`src/rtl/qbus_pkg.sv`:
```
// Shared widths, FSM state type and default reset value for the Qbus I/O-register slave.
package qbus_pkg;

  localparam int unsigned IOPAGE_AW = 13;
  localparam int unsigned DAL_W     = 22;
  localparam int unsigned DATA_W    = 16;

  localparam logic [DATA_W-1:0] DEFAULT_RESET_VALUE = 16'o123456;

  typedef enum logic [2:0] {
    StIdle,
    StAddr,
    StSel,
    StRead,
    StWrite
  } state_e;

endpackage

```
`src/rtl/qbus_sync.sv`:
```
// Two-flop synchronizer of parameterised width with asynchronous active-high reset.
module qbus_sync #(
  parameter int unsigned WIDTH = 1
) (
  input  logic             clk,
  input  logic             reset,
  input  logic [WIDTH-1:0] d,
  output logic [WIDTH-1:0] q
);

  logic [WIDTH-1:0] meta_q;
  logic [WIDTH-1:0] sync_q;

  always_ff @(posedge clk or posedge reset) begin
    if (reset) begin
      meta_q <= '0;
      sync_q <= '0;
    end else begin
      meta_q <= d;
      sync_q <= meta_q;
    end
  end

  assign q = sync_q;

endmodule

```
`src/rtl/qbus_ioreg_slave.sv`:
```
// Qbus I/O-page slave with COUNT 16-bit registers; DATI, DATO and DATIO cycles.
// Optional byte writes (WTBT at DOUT) when QBUS_BYTE_WRITE_EN is defined.
module qbus_ioreg_slave
  import qbus_pkg::*;
#(
  parameter logic [IOPAGE_AW-1:0] ADDR        = 13'o17774,
  parameter int unsigned          COUNT       = 1,
  parameter logic [DATA_W-1:0]    RESET_VALUE = DEFAULT_RESET_VALUE
) (
  input  logic             clk,
  input  logic             reset,
  input  logic [DAL_W-1:0] dal_in,
  output logic [DAL_W-1:0] dal_out,
  output logic             dal_oe,
  input  logic             rsync,
  input  logic             rdin,
  input  logic             rdout,
  input  logic             rbs7,
  input  logic             rwtbt,
  input  logic             rinit,
  output logic             trply
);

  localparam int unsigned IW = (COUNT > 1) ? $clog2(COUNT) : 1;
  localparam int unsigned WA = IOPAGE_AW - 1;
  localparam logic [WA-1:0] BASE = ADDR[IOPAGE_AW-1:1];

  logic [5:0]       ctl_raw;
  logic [5:0]       ctl_s;
  logic [DAL_W-1:0] dal_s;
  logic s_sync, s_din, s_dout, s_bs7, s_wtbt, s_init;

  assign ctl_raw = {rsync, rdin, rdout, rbs7, rwtbt, rinit};

  qbus_sync #(.WIDTH(6)) u_ctl_sync (
    .clk   (clk),
    .reset (reset),
    .d     (ctl_raw),
    .q     (ctl_s)
  );

  // Same depth as the control synchronizer so DAL stays aligned with SYNC/DIN/DOUT.
  qbus_sync #(.WIDTH(DAL_W)) u_dal_pipe (
    .clk   (clk),
    .reset (reset),
    .d     (dal_in),
    .q     (dal_s)
  );

  assign {s_sync, s_din, s_dout, s_bs7, s_wtbt, s_init} = ctl_s;

  logic [WA-1:0] word;
  logic [WA-1:0] offset;
  logic          hit;

  assign word   = dal_s[IOPAGE_AW-1:1];
  assign offset = word - BASE;
  assign hit    = s_bs7 && (word >= BASE) && (32'(offset) < COUNT);

  state_e            state_q, state_d;
  logic              sync_prev_q;
  logic              hit_q, hit_d;
  logic [IW-1:0]     idx_q, idx_d;
  logic              bsel_q, bsel_d;
  logic              trply_q, trply_d;
  logic              oe_q, oe_d;
  logic [DATA_W-1:0] dout_q, dout_d;
  logic              wr_en;
  logic [DATA_W-1:0] rd_word;
  logic [DATA_W-1:0] wr_word;
  logic [DATA_W-1:0] regs_q [COUNT];

  always_comb begin
    rd_word = '0;
    for (int i = 0; i < COUNT; i++) begin
      if (idx_q == IW'(i)) rd_word = regs_q[i];
    end
  end

`ifdef QBUS_BYTE_WRITE_EN
  always_comb begin
    wr_word = dal_s[DATA_W-1:0];
    if (s_wtbt) begin
      wr_word = bsel_q ? {dal_s[15:8], rd_word[7:0]} : {rd_word[15:8], dal_s[7:0]};
    end
  end

  logic unused_bits;
  assign unused_bits = ^dal_s[DAL_W-1:DATA_W];
`else
  assign wr_word = dal_s[DATA_W-1:0];

  logic unused_bits;
  assign unused_bits = ^{dal_s[DAL_W-1:DATA_W], s_wtbt, bsel_q};
`endif

  always_comb begin
    state_d = state_q;
    hit_d   = hit_q;
    idx_d   = idx_q;
    bsel_d  = bsel_q;
    trply_d = trply_q;
    oe_d    = oe_q;
    dout_d  = dout_q;
    wr_en   = 1'b0;
    if (!s_sync) begin
      state_d = StIdle;
      trply_d = 1'b0;
      oe_d    = 1'b0;
      dout_d  = '0;
    end else begin
      unique case (state_q)
        StIdle: begin
          if (!sync_prev_q) begin
            state_d = StAddr;
            hit_d   = hit;
            idx_d   = IW'(offset);
            bsel_d  = dal_s[0];
          end
        end
        // A miss parks here until SYNC negates.
        StAddr: if (hit_q) state_d = StSel;
        StSel: begin
          if (s_din) begin
            state_d = StRead;
            dout_d  = rd_word;
            oe_d    = 1'b1;
            trply_d = 1'b1;
          end else if (s_dout) begin
            state_d = StWrite;
            wr_en   = 1'b1;
            trply_d = 1'b1;
          end
        end
        StRead: begin
          if (!s_din) begin
            state_d = StSel;
            trply_d = 1'b0;
            oe_d    = 1'b0;
            dout_d  = '0;
          end
        end
        StWrite: begin
          if (!s_dout) begin
            state_d = StSel;
            trply_d = 1'b0;
          end
        end
        default: state_d = StIdle;
      endcase
    end
  end

  always_ff @(posedge clk or posedge reset) begin
    if (reset) begin
      state_q     <= StIdle;
      sync_prev_q <= 1'b0;
      hit_q       <= 1'b0;
      idx_q       <= '0;
      bsel_q      <= 1'b0;
      trply_q     <= 1'b0;
      oe_q        <= 1'b0;
      dout_q      <= '0;
    end else if (s_init) begin
      state_q     <= StIdle;
      sync_prev_q <= s_sync;
      hit_q       <= 1'b0;
      idx_q       <= '0;
      bsel_q      <= 1'b0;
      trply_q     <= 1'b0;
      oe_q        <= 1'b0;
      dout_q      <= '0;
    end else begin
      state_q     <= state_d;
      sync_prev_q <= s_sync;
      hit_q       <= hit_d;
      idx_q       <= idx_d;
      bsel_q      <= bsel_d;
      trply_q     <= trply_d;
      oe_q        <= oe_d;
      dout_q      <= dout_d;
    end
  end

  always_ff @(posedge clk or posedge reset) begin
    if (reset) begin
      for (int i = 0; i < COUNT; i++) regs_q[i] <= RESET_VALUE;
    end else if (s_init) begin
      for (int i = 0; i < COUNT; i++) regs_q[i] <= RESET_VALUE;
    end else if (wr_en) begin
      for (int i = 0; i < COUNT; i++) begin
        if (idx_q == IW'(i)) regs_q[i] <= wr_word;
      end
    end
  end

  assign dal_out = {{(DAL_W - DATA_W){1'b0}}, dout_q};
  assign dal_oe  = oe_q;
  assign trply   = trply_q;

endmodule

```
`config.mk`:
```
export PLATFORM = sky130hd
export DESIGN_NAME = qbus_ioreg_slave
export DESIGN_NICKNAME = d
export VERILOG_FILES = /design/src/rtl/qbus_pkg.sv /design/src/rtl/qbus_sync.sv /design/src/rtl/qbus_ioreg_slave.sv
export SDC_FILE = /design/constraint.sdc
export NUM_CORES = 1
export LEC_CHECK = 0
export BUFFER_PORTS_ARGS = -buffer_cell sky130_fd_sc_hd__buf_4
export CAP_MARGIN = 20
export CORE_MARGIN = 2
export CORE_UTILIZATION = 40
export CTS_CLUSTER_SIZE = 24
export DETAILED_ROUTE_END_ITERATION = 10
export GPL_ROUTABILITY_DRIVEN = 0
export PLACE_DENSITY_LB_ADDON = 0.3
export SYNTH_ARGS = -nofsm -noshare
export SYNTH_HDL_FRONTEND = slang
export SYNTH_SLANG_ARGS = --single-unit
export TNS_END_PERCENT = 1
```
`constraint.sdc`:
```
create_clock -name clk -period 7.5 [get_ports clk]
set_input_delay 1.5 -clock clk [delete_from_list [all_inputs] [get_ports clk]]
set_output_delay 1.5 -clock clk [all_outputs]
set_load 0.05 [all_outputs]
```
==> run metrics <==
design area 0.00340 mm^2; Fmax between 0.4 and 0.5 GHz; worst clock skew 0.00830 ns; Final Slew Violations 0; Iteration-0 DRC Markers 116; Worst Setup End Kind output port; Crit path largest cell delay around 0.4 ns; Post-CTS Setup Bufs 0; Placed Instances 341; power density over the cells about 230 mW/mm^2; FF-to-FF path depth 4; Max Cap Violations 0; vias in the first global route roughly 1600; CTS tree yes; WP buf/inv 1; Slowest-stage cell, CP dfrtp_1; layout cells sized above 1 0.257; Total GRT Usage 0.131; via count roughly 1600; Rel. slew slack 0.519; Post-DRT Antenna Nets 0; number of synthesized register bits 82; Clk pin slew, worst setup/hold paths 0.08 ns; chip width 88.4 um; DRC errors left 0; Fin Setup TNS 0 ns; post-synthesis instance total 215; final hold vios 0; global-route wire length before repair 7730 um; peak supply drop 124 uV; Initial Util 0.417; chip height 88.4 um; initial antenna violation count 0; final setup fails 0; Mapped Area 0.00285 mm^2; Startpoint Class flip-flop; Post-Layout Cell Count 357; Netlist cell types 34; H-tree levels 3; FF-to-FF Start state_q[0]; WL/cell approximately 13 um; Layout fillers 629; First-pass DRT Iterations 5; hold path start u_dal_pipe.meta_q[1]; Synth Area per Inst roughly 13 um^2; Seq/Total Area, Yosys 0.724; Worst Hold Path Cells 0; worst reg2reg setup slack 5.58 ns; dpl cell area 0.00319 mm^2; Layout Nets ~290; clock latency on the worst-skew pair ~0.34 ns; post-DP HPWL 2970 um; synthesis-to-finish area growth 19.3%; leakage power around 1.6 nW; Hold Path Sink u_dal_pipe.q[1]; crit-path max FO 3; # clock sinks 82; synthesis warning total 0; Routed Wire Length roughly 4500 um; CTS Buffer Depth 2; die area approximately 0.0078 mm^2; CTS Buf Count 9; Core ar. 0.00683 mm^2; antenna cells 0; Reg2Reg Capture Point regs_q[12]; pin count of the biggest net entering global routing 83; Worst EP arrival 0.93 ns; worst path required time about 6.0 ns; Crit path max-delay family flip-flops; HP Class flip-flop to flip-flop; GR Overflow Total 0; crit-path cells buf_4; # port buffers 40; fin crit period 2.43 ns; actual slew at the worst max-slew pin 0.722 ns; part of the cycle the worst path needs 0.324; unrepaired setup endpoints after global routing no; Setup CP Type flip-flop to output port; DR vias/cell 4.54; Hold Buf Count CTS 0; IO Count 54; # resized after CTS 0; status finished clean; CTS root buf clkbuf_8; Site Rows 30
power by group:
part	leakage, nW	internal (mW)	switching [mW]
Sequential	1.01	0.455	0.00844
Combinational	0.487	0.0132	0.0216
Clock	0.0864	0.152	0.140
Total	1.59	0.620	0.170
metrics by stage:
| step | power [mW] | hold slack, ns | setup slack (ns) | util |
|---|---|---|---|---|
| finish | 0.790 | 0.349 | 5.07 | 0.498 |
| global route | 0.828 | 0.357 | 5.03 | 0.498 |
| CTS | 0.802 | 0.351 | 5.05 | 0.494 |
| detailed placement | 0.506 | 0.335 | 4.96 | 0.468 |
| global placement | 0.505 | 0.334 | 5.02 | 0.468 |
| floorplan | 0.493 | 0.331 | 3.91 | - |
cell families (layout without fill, tap and decap cells):
family | count (synthesis) | after routing | share of synthesized area
AO/OA/AOI/OAI | 37 | 37 | 0.0887
adder cells (fa/ha/maj) | 1 | 1 | 0.00439
buffers and inverters | 19 | 60 | 0.0395
AND/OR/NAND/NOR | 72 | 72 | 0.131
other | 1 | 6 | 0.00132
multiplexers | 2 | 2 | 0.00747
flip-flops | 82 | 82 | 0.724
XOR/XNOR | 1 | 1 | 0.00307
cells in the final DEF (no fill, tap or decap), types with 2 or more instances in the layout:
cell      instances
clkbuf_8          9
dfstp_2           9
nand4b_1          4
nand3b_1          9
clkbuf_1          3
dfrtp_1          73
nand2b_1          3
inv_1             2
nor4_1            3
buf_4            41
nor2_1            7
nand2_1          37
o21ai_1           2
a21oi_1          11
o21a_1            2
a22o_1           14
o21ai_0           5
nor2b_1           2
conb_1            6
synthesized netlist by cell type:
cell	n	area (um^2)
a211oi_1	1	7.51
a21oi_1	11	55.1
a21oi_2	1	8.76
a22o_1	14	123
and3_1	1	6.26
and4b_1	1	10.0
buf_2	6	30.0
buf_4	7	52.6
buf_6	1	11.3
clkbuf_1	2	7.51
conb_1	1	3.75
dfrtp_1	73	1830
dfstp_2	9	236
ha_1	1	12.5
inv_1	3	11.3
mux2_2	1	11.3
mux2i_1	1	10.0
nand2_1	37	139
nand2b_1	3	18.8
nand3_1	1	5.00
nand3b_1	9	67.6
nand4_1	1	6.26
nand4b_1	4	35.0
nor2_1	7	26.3
nor2b_1	2	12.5
nor3_1	1	5.00
nor4_1	3	18.8
nor4b_1	1	8.76
nor4b_2	1	15.0
o21a_1	2	15.0
o21ai_0	5	25.0
o21ai_1	2	10.0
o221ai_1	1	8.76
xor2_1	1	8.76
sequential cells by signal, indices dropped and copies added (netlist names):
| signal | count |
|---|---|
| dal_oe | 1 |
| dout_q | 16 |
| hit_q | 1 |
| idx_q | 1 |
| regs_q | 16 |
| state_q | 3 |
| sync_prev_q | 1 |
| trply | 1 |
| u_ctl_sync.meta_q | 5 |
| u_ctl_sync.q | 5 |
| u_dal_pipe.meta_q | 16 |
| u_dal_pipe.q | 16 |
how the worst max path moves through the flow:
stage	start	to	slack, ns	depth (start not counted)
4_1_cts	dal_oe	dal_oe	5.05	1
2_1_floorplan	reset	dal_oe	3.91	1
5_1_grt	dal_oe	dal_oe	5.03	1
3_5_place_dp	reset	dout_q[5]	4.96	3
6_report	dal_oe	dal_oe	5.07	1
3_3_place_gp	reset	dout_q[10]	5.02	3
per-layer routing:
metal / routed length (um) / global-route usage
met5: 0 / 0
met4: 97 / 0.0744
met3: 232 / 0.0308
met2: 1960 / 0.183
met1: 2180 / 0.190
layout make-up:
class | instances | area (um^2) | area share
repair buffers | 42 | 335 | 0.0986
clock buffers | 12 | 135 | 0.0397
clock inverters | 3 | 42.5 | 0.0125
well taps | 96 | 120 | 0.0353
multi-input cells | 119 | 692 | 0.204
inverters | 3 | 11.3 | 0.00331
flip-flops and latches | 82 | 2060 | 0.607
(Power assumes the default switching activity.)
